File: config.mk
export PLATFORM = sky130hd
export DESIGN_NAME = mem_port_arbiter
export DESIGN_NICKNAME = d
export VERILOG_FILES = /design/src/rtl/mem_port_arbiter.sv
export SDC_FILE = /design/constraint.sdc
export NUM_CORES = 1
export LEC_CHECK = 0
export BUFFER_PORTS_ARGS = -buffer_cell sky130_fd_sc_hd__buf_2
export CAP_MARGIN = 0
export CORE_AREA = 4 4 208 210
export DETAILED_ROUTE_END_ITERATION = 10
export DIE_AREA = 0 0 212 214
export GPL_ROUTABILITY_DRIVEN = 0
export GPL_TIMING_DRIVEN = 0
export PLACE_DENSITY = 0.42
export SYNTH_ARGS = -nofsm -noshare
export SYNTH_HDL_FRONTEND = slang
export SYNTH_SLANG_ARGS = --single-unit
export TNS_END_PERCENT = 20
File: constraint.sdc
create_clock -name clk -period 2.05 [get_ports clk]
set_clock_uncertainty 0.2 [all_clocks]
set_input_delay 0.205 -clock clk [delete_from_list [all_inputs] [get_ports clk]]
set_output_delay 0.205 -clock clk [all_outputs]
set_load 0.02 [all_outputs]
File: src/rtl/mem_port_arbiter.sv
// mem_port_arbiter
// Shares one external memory port between instruction fetch (IF) and
// load/store (LS). One transaction is in flight at a time: arbitrate in
// IDLE, present the request in ISSUE, collect the response in WAIT.
//
// Handshake semantics (all ports): a requester holds req and its fields
// stable until it sees its gnt pulse. gnt, rvalid and err are single-cycle
// pulses. On the memory side, mem_req_o and its fields stay stable until
// the cycle in which mem_gnt_i is high. The response is taken from
// mem_rvalid_i only while in WAIT.
//
// Note: rst_n is an active-high synchronous reset despite its name.
module mem_port_arbiter #(
    parameter int ADDR_W  = 64,
    parameter int DATA_W  = 64,
    parameter int TIMEOUT = 255
) (
    input  logic                clk,
    input  logic                rst_n,
    input  logic                if_req_i,
    input  logic [ADDR_W-1:0]   if_addr_i,
    output logic                if_gnt_o,
    output logic                if_rvalid_o,
    output logic [DATA_W-1:0]   if_rdata_o,
    input  logic                ls_req_i,
    input  logic                ls_we_i,
    input  logic [ADDR_W-1:0]   ls_addr_i,
    input  logic [DATA_W-1:0]   ls_wdata_i,
    input  logic [DATA_W/8-1:0] ls_wmask_i,
    output logic                ls_gnt_o,
    output logic                ls_rvalid_o,
    output logic [DATA_W-1:0]   ls_rdata_o,
    output logic                mem_req_o,
    output logic                mem_we_o,
    output logic [ADDR_W-1:0]   mem_addr_o,
    output logic [DATA_W-1:0]   mem_wdata_o,
    output logic [DATA_W/8-1:0] mem_wmask_o,
    input  logic                mem_gnt_i,
    input  logic                mem_rvalid_i,
    input  logic [DATA_W-1:0]   mem_rdata_i,
    output logic                err_o,
    output logic                busy_o,
    output logic [1:0]          dbg_state_o
);

    localparam logic [1:0] ST_IDLE  = 2'd0;
    localparam logic [1:0] ST_ISSUE = 2'd1;
    localparam logic [1:0] ST_WAIT  = 2'd2;

    localparam logic OWNER_IF = 1'b0;
    localparam logic OWNER_LS = 1'b1;

    localparam logic [15:0] TIMEOUT_CNT = 16'(TIMEOUT);

    logic [1:0]  state;
    logic [1:0]  state_nxt;
    // owner of the current transaction; between transactions it is the
    // last granted requester, which is what the tie-break looks at
    logic        owner;
    logic        is_store;
    logic [15:0] wait_cnt;

    logic        arb_valid;
    logic        pick_ls;
    logic        timeout_hit;
    logic        done;
    logic [DATA_W-1:0] resp_data;

    // Arbitration: single requester wins; on a tie the one not granted last wins
    always_comb begin
        arb_valid = !rst_n && (state == ST_IDLE) && (if_req_i || ls_req_i);
        pick_ls   = ls_req_i && (!if_req_i || (owner == OWNER_IF));
    end

    // Completion detection: real response has priority over a timeout
    always_comb begin
        timeout_hit = (state == ST_WAIT) && !mem_rvalid_i && (wait_cnt == TIMEOUT_CNT);
        done        = !rst_n && (state == ST_WAIT) && (mem_rvalid_i || timeout_hit);
        resp_data   = (mem_rvalid_i && !is_store) ? mem_rdata_i : '0;
    end

    // Next-state logic
    always_comb begin
        state_nxt = state;
        case (state)
            ST_IDLE:  if (arb_valid) state_nxt = ST_ISSUE;
            ST_ISSUE: if (mem_gnt_i) state_nxt = ST_WAIT;
            ST_WAIT:  if (mem_rvalid_i || timeout_hit) state_nxt = ST_IDLE;
            default:  state_nxt = ST_IDLE;
        endcase
    end

    // State, ownership, latched memory fields and the WAIT timeout counter
    always_ff @(posedge clk) begin
        if (rst_n) begin
            state       <= ST_IDLE;
            owner       <= OWNER_IF;
            is_store    <= 1'b0;
            wait_cnt    <= '0;
            mem_we_o    <= 1'b0;
            mem_addr_o  <= '0;
            mem_wdata_o <= '0;
            mem_wmask_o <= '0;
        end else begin
            state <= state_nxt;
            if (arb_valid) begin
                owner       <= pick_ls;
                is_store    <= pick_ls && ls_we_i;
                mem_we_o    <= pick_ls && ls_we_i;
                mem_addr_o  <= pick_ls ? ls_addr_i : if_addr_i;
                mem_wdata_o <= (pick_ls && ls_we_i) ? ls_wdata_i : '0;
                mem_wmask_o <= (pick_ls && ls_we_i) ? ls_wmask_i : '0;
            end
            if ((state == ST_ISSUE) && mem_gnt_i) begin
                // request accepted: fields are no longer needed on the bus
                wait_cnt    <= '0;
                mem_we_o    <= 1'b0;
                mem_addr_o  <= '0;
                mem_wdata_o <= '0;
                mem_wmask_o <= '0;
            end else if ((state == ST_WAIT) && !mem_rvalid_i && (wait_cnt != TIMEOUT_CNT)) begin
                wait_cnt <= wait_cnt + 16'd1;
            end
        end
    end

    // Output decode: only the owner sees rvalid/rdata, everything quiet in reset
    always_comb begin
        if_gnt_o    = arb_valid && !pick_ls;
        ls_gnt_o    = arb_valid && pick_ls;
        if_rvalid_o = done && (owner == OWNER_IF);
        ls_rvalid_o = done && (owner == OWNER_LS);
        if_rdata_o  = if_rvalid_o ? resp_data : '0;
        ls_rdata_o  = ls_rvalid_o ? resp_data : '0;
        err_o       = done && timeout_hit;
        mem_req_o   = !rst_n && (state == ST_ISSUE);
        busy_o      = !rst_n && (state != ST_IDLE);
        dbg_state_o = state;
    end

endmodule
==> reports/results.tsv <==
stage	metric	value	unit
power	Clock Power Share	0.383	
synthesis	post-synthesis adder-cell area fraction	0.00183	
cells_and_area	Final nets	1858	
routing	Via density	4.28	
clock_tree	CTS clk-pin slew, worst paths	0.07	ns
worst_setup_path	Worst Setup Start Kind	flop	
floorplanning	die height	214	um
routing	WL per Instance	19.3	um
floorplanning	Die Wd	212	um
floorplanning	IO Pins	545	
power	Seq pwr share	0.370	
power	VDD IR max	0.533	mV
timing	Hold Fails Final Rpt	0	
worst_setup_path	Most common cell on crit path	buf_6	
floorplanning	FP Rows	75	
synthesis	EDFF count, synth	0	
placed_design	Inst Count DP	1873	
routing	detailed-route via count	9178	
timing	min Tclk post-route	2.58	ns
clock_tree	CTS buffer count	17	
synthesis	largest family of logic cells by synthesized area	simple AND/OR/NAND/NOR gates	
clock_tree	clock tree buffer depth	2	
routing	DR iter-0 viols	346	
synthesis	Synth Area in Simple Gates	0.205	
timing	Max Fclk	0.387	GHz
timing	Slew @ Worst Pin	0.561	ns
synthesis	post-synthesis compound-gate area fraction	0.188	
global_route	Total Routing Usage GR	0.173	
min_path	Hold Path Class	in2reg	
timing	ratio of final minimum period to clock period	1.26	
synthesis	Mapped Nets	1062	
global_route	GRT overflow	0	
clock_tree	Sink Count	157	
floorplanning	Core Region	41600	um2
synthesis	top_reg_cell synth	dfxtp_1	
worst_setup_path	Cell Chain, Critical Path	or4_4 > nor4b_4 > buf_6 > nor3b_4 > buf_6	
routing	DRT Pass-1 Iters	4	
timing	final setup slack of the worst path	-0.532	ns
timing	Setup-failing EPs final	163	
routing	DRC Markers	0	
outcome	status	finished with violations	
global_route	vias in the first global route	9878	
synthesis	post-synthesis cell count	790	
cells_and_area	share of layout cells above drive strength 1	0.516	
placed_design	post-placement cell area	10900	um2
synthesis	Mean Syn Cell Area	8.67	um2
min_path	Hold Path Cell Cnt	3	
synthesis	Post-Synth XOR/XNOR Area	0.00383	
placed_design	Port Buffers	544	
worst_setup_path	Crit path required time	1.64	ns
synthesis	YS warnings	0	
worst_setup_path	critical setup path kind	reg2out	
synthesis	Distinct cells, synth	41	
power	PwrDens	583	nW/um2
clock_tree	TritonCTS clock tree	built	
timing	RSZ-0062 raised after global routing	true	
power	Net Sw Power	2.77	mW
cells_and_area	area grow syn2layout	127	%
timing	max_slew headroom	0.626	
worst_setup_path	Crit path max-delay family	simple AND/OR/NAND/NOR gates	
floorplanning	die area	45400	um2
worst_setup_path	CP max stage delay	0.55	ns
worst_setup_path	crit path DAT	2.18	ns
power	internal power	6.32	mW
power	LEAKAGE	6.92	nW
synthesis	Post-synth ARST share	0	
synthesis	register area share after synthesis	0.459	
worst_setup_path	R2R cell count	6	
synthesis	multiplexer share of the synthesized area	0.0964	
cells_and_area	final instance area	15600	um2
global_route	first-pass GRT wire length	59.9	mm
global_route	largest net degree at the start of global routing	17	
worst_setup_path	CP Capture Type	output port	
clock_tree	Worst-Skew Late Latency	0.43	ns
power	Switching Fraction	0.305	
outcome	failing checks	setup timing	
global_route	initial antenna violation count	7	
clock_tree	CTS root buffer	clkbuf_16	
routing	final WL	41.4	mm
run	maxcap violations	0	
worst_setup_path	CP max-delay cell	or4_4	
clock_tree	H-tree depth	4	
routing	Final ANT Viol Nets	0	
worst_setup_path	largest fanout on the critical path	4	
power	Comb pwr share	0.248	
timing	Final Slew Violations	0	
synthesis	Yosys reg bits	157	
cells_and_area	Final Instance Count excl. Fillers	2142	
placed_design	HPWL after DPL	30.4	mm
floorplanning	Initial Util	0.165	
worst_setup_path	critical path depth	5	
synthesis	cell area after synthesis	6850	um2
worst_setup_path	Buf/Inv on CP	2	
-- repair_timing --
item | CTS | global route
gates resized for setup | 367 | 153
gates cloned | 9 | 1
hold buffers | 200 | 0
pin swaps | 62 | 16
hold endpoints to repair | 139 | 0
setup endpoints to repair | 289 | 279
buffers inserted | 28 | 2
-- cells in the mapped netlist, types with 2 or more instances --
| cell | instances | share of area |
|---|---|---|
| inv_1 | 2 | 0.0011 |
| a22o_1 | 72 | 0.092 |
| nand4_1 | 5 | 0.0046 |
| o21ai_0 | 9 | 0.0066 |
| buf_2 | 35 | 0.026 |
| o41ai_1 | 2 | 0.0026 |
| nand2_1 | 75 | 0.041 |
| and3_1 | 3 | 0.0027 |
| xor2_1 | 3 | 0.0038 |
| nor2_2 | 2 | 0.0018 |
| or4_1 | 4 | 0.0044 |
| nor2_1 | 204 | 0.11 |
| a211oi_1 | 64 | 0.070 |
| clkbuf_1 | 31 | 0.017 |
| o211ai_1 | 2 | 0.0022 |
| dfxtp_1 | 157 | 0.46 |
| nor3_1 | 2 | 0.0015 |
| nand3_1 | 7 | 0.0051 |
| mux2i_1 | 66 | 0.096 |
| and4_1 | 4 | 0.0051 |
| buf_1 | 2 | 0.0011 |
| or3_1 | 9 | 0.0082 |
| a21oi_1 | 12 | 0.0088 |
-- layout make-up --
type | instances | area [um2]
diodes | 4 | 10.0
inverters | 2 | 7.51
clock buffers | 18 | 429
repair buffers | 781 | 6050
multi-input cells | 564 | 4470
clock inverters | 14 | 209
fillers | 4094 | 26000
plain buffers | 63 | 559
flip-flops and latches | 157 | 3160
well taps | 539 | 674
-- worst paths after layout --
path	from	endpoint	slack, ns
max reg2reg	dbg_state_o[1]	wait_cnt[13]	-0.08
min reg2reg	mem_we_o	mem_we_o	0.25
max	wait_cnt[12]	err_o	-0.53
min	if_addr_i[24]	mem_addr_o[24]	0.002
-- stage by stage --
step	setup TNS (ns)	setup slack (ns)	util	total power, mW	hold WS (ns)
2_1_floorplan	-1.31	-0.133	-	4.36	0.0869
3_3_place_gp	-100.08	-0.689	0.262	5.15	0.198
3_5_place_dp	-107.11	-0.710	0.262	5.16	0.193
4_1_cts	-61.26	-0.580	0.365	9.14	0.000159
5_1_grt	-71.56	-0.657	0.375	9.50	0.00185
6_report	-53.79	-0.532	0.375	9.08	0.00153
-- power groups by stage --
stage,clock (mW),sequential [mW],combinational (mW)
2_1_floorplan,0,3.64,0.724
3_3_place_gp,0,3.41,1.74
3_5_place_dp,0,3.41,1.75
4_1_cts,3.59,3.36,2.19
5_1_grt,3.70,3.38,2.42
6_report,3.48,3.36,2.25
-- cell families (layout without fill, tap and decap cells) --
family | after synthesis | after routing
compound gates | 166 | 166
other cells | 0 | 4
mux | 66 | 66
xor+xnor | 3 | 3
simple gates | 326 | 328
fa+ha+maj | 1 | 1
flops | 157 | 157
buf+inv | 71 | 878
-- worst min-delay path: stages --
cell and delay [ns]:
buf_2 0.08, mux2i_2 0.08, a211oi_1 0.22
-- flip-flops by register name, summed over array words and instances, names as in the netlist --
register and count:
is_store 1, mem_wmask_o 8, dbg_state_o 2, mem_wdata_o 64, wait_cnt 16, owner 1, mem_addr_o 64, mem_we_o 1
-- metal layers --
| layer | up-vias | share of wire | global-route usage |
|---|---|---|---|
| met5 | - | 0.00031 | 0 |
| met1 | 4269 | 0.37 | 0.180 |
| met4 | 2 | 0.055 | 0.0858 |
| li1 | 4386 | - | - |
| met3 | 98 | 0.072 | 0.0464 |
| met2 | 423 | 0.51 | 0.316 |
-- placed cells by master, fill, tap and decap left out, types with 4 or more instances in the layout --
| cell | netlist | final |
|---|---|---|
| clkbuf_16 | 0 | 22 |
| a21oi_1 | 12 | 12 |
| nor2_2 | 2 | 13 |
| o21ai_0 | 9 | 9 |
| nor2_4 | 0 | 121 |
| nand3_1 | 7 | 7 |
| buf_2 | 35 | 417 |
| mux2i_1 | 66 | 61 |
| nand2_1 | 75 | 73 |
| buf_12 | 0 | 13 |
| diode_2 | 0 | 4 |
| buf_6 | 1 | 135 |
| buf_16 | 0 | 5 |
| dlygate4sd3_1 | 0 | 200 |
| nand4_1 | 5 | 5 |
| nand2_8 | 0 | 4 |
| and4_1 | 4 | 4 |
| clkbuf_1 | 31 | 12 |
| a211oi_1 | 64 | 64 |
| bufinv_16 | 0 | 4 |
| clkbuf_4 | 0 | 4 |
| or3_1 | 9 | 9 |
| a22o_1 | 72 | 72 |
| dfxtp_2 | 0 | 5 |
| nor2_1 | 204 | 72 |
| clkbuf_2 | 0 | 8 |
| buf_4 | 0 | 41 |
| dfxtp_1 | 157 | 149 |
No activity file was read; power rests on OpenSTA's default activity.
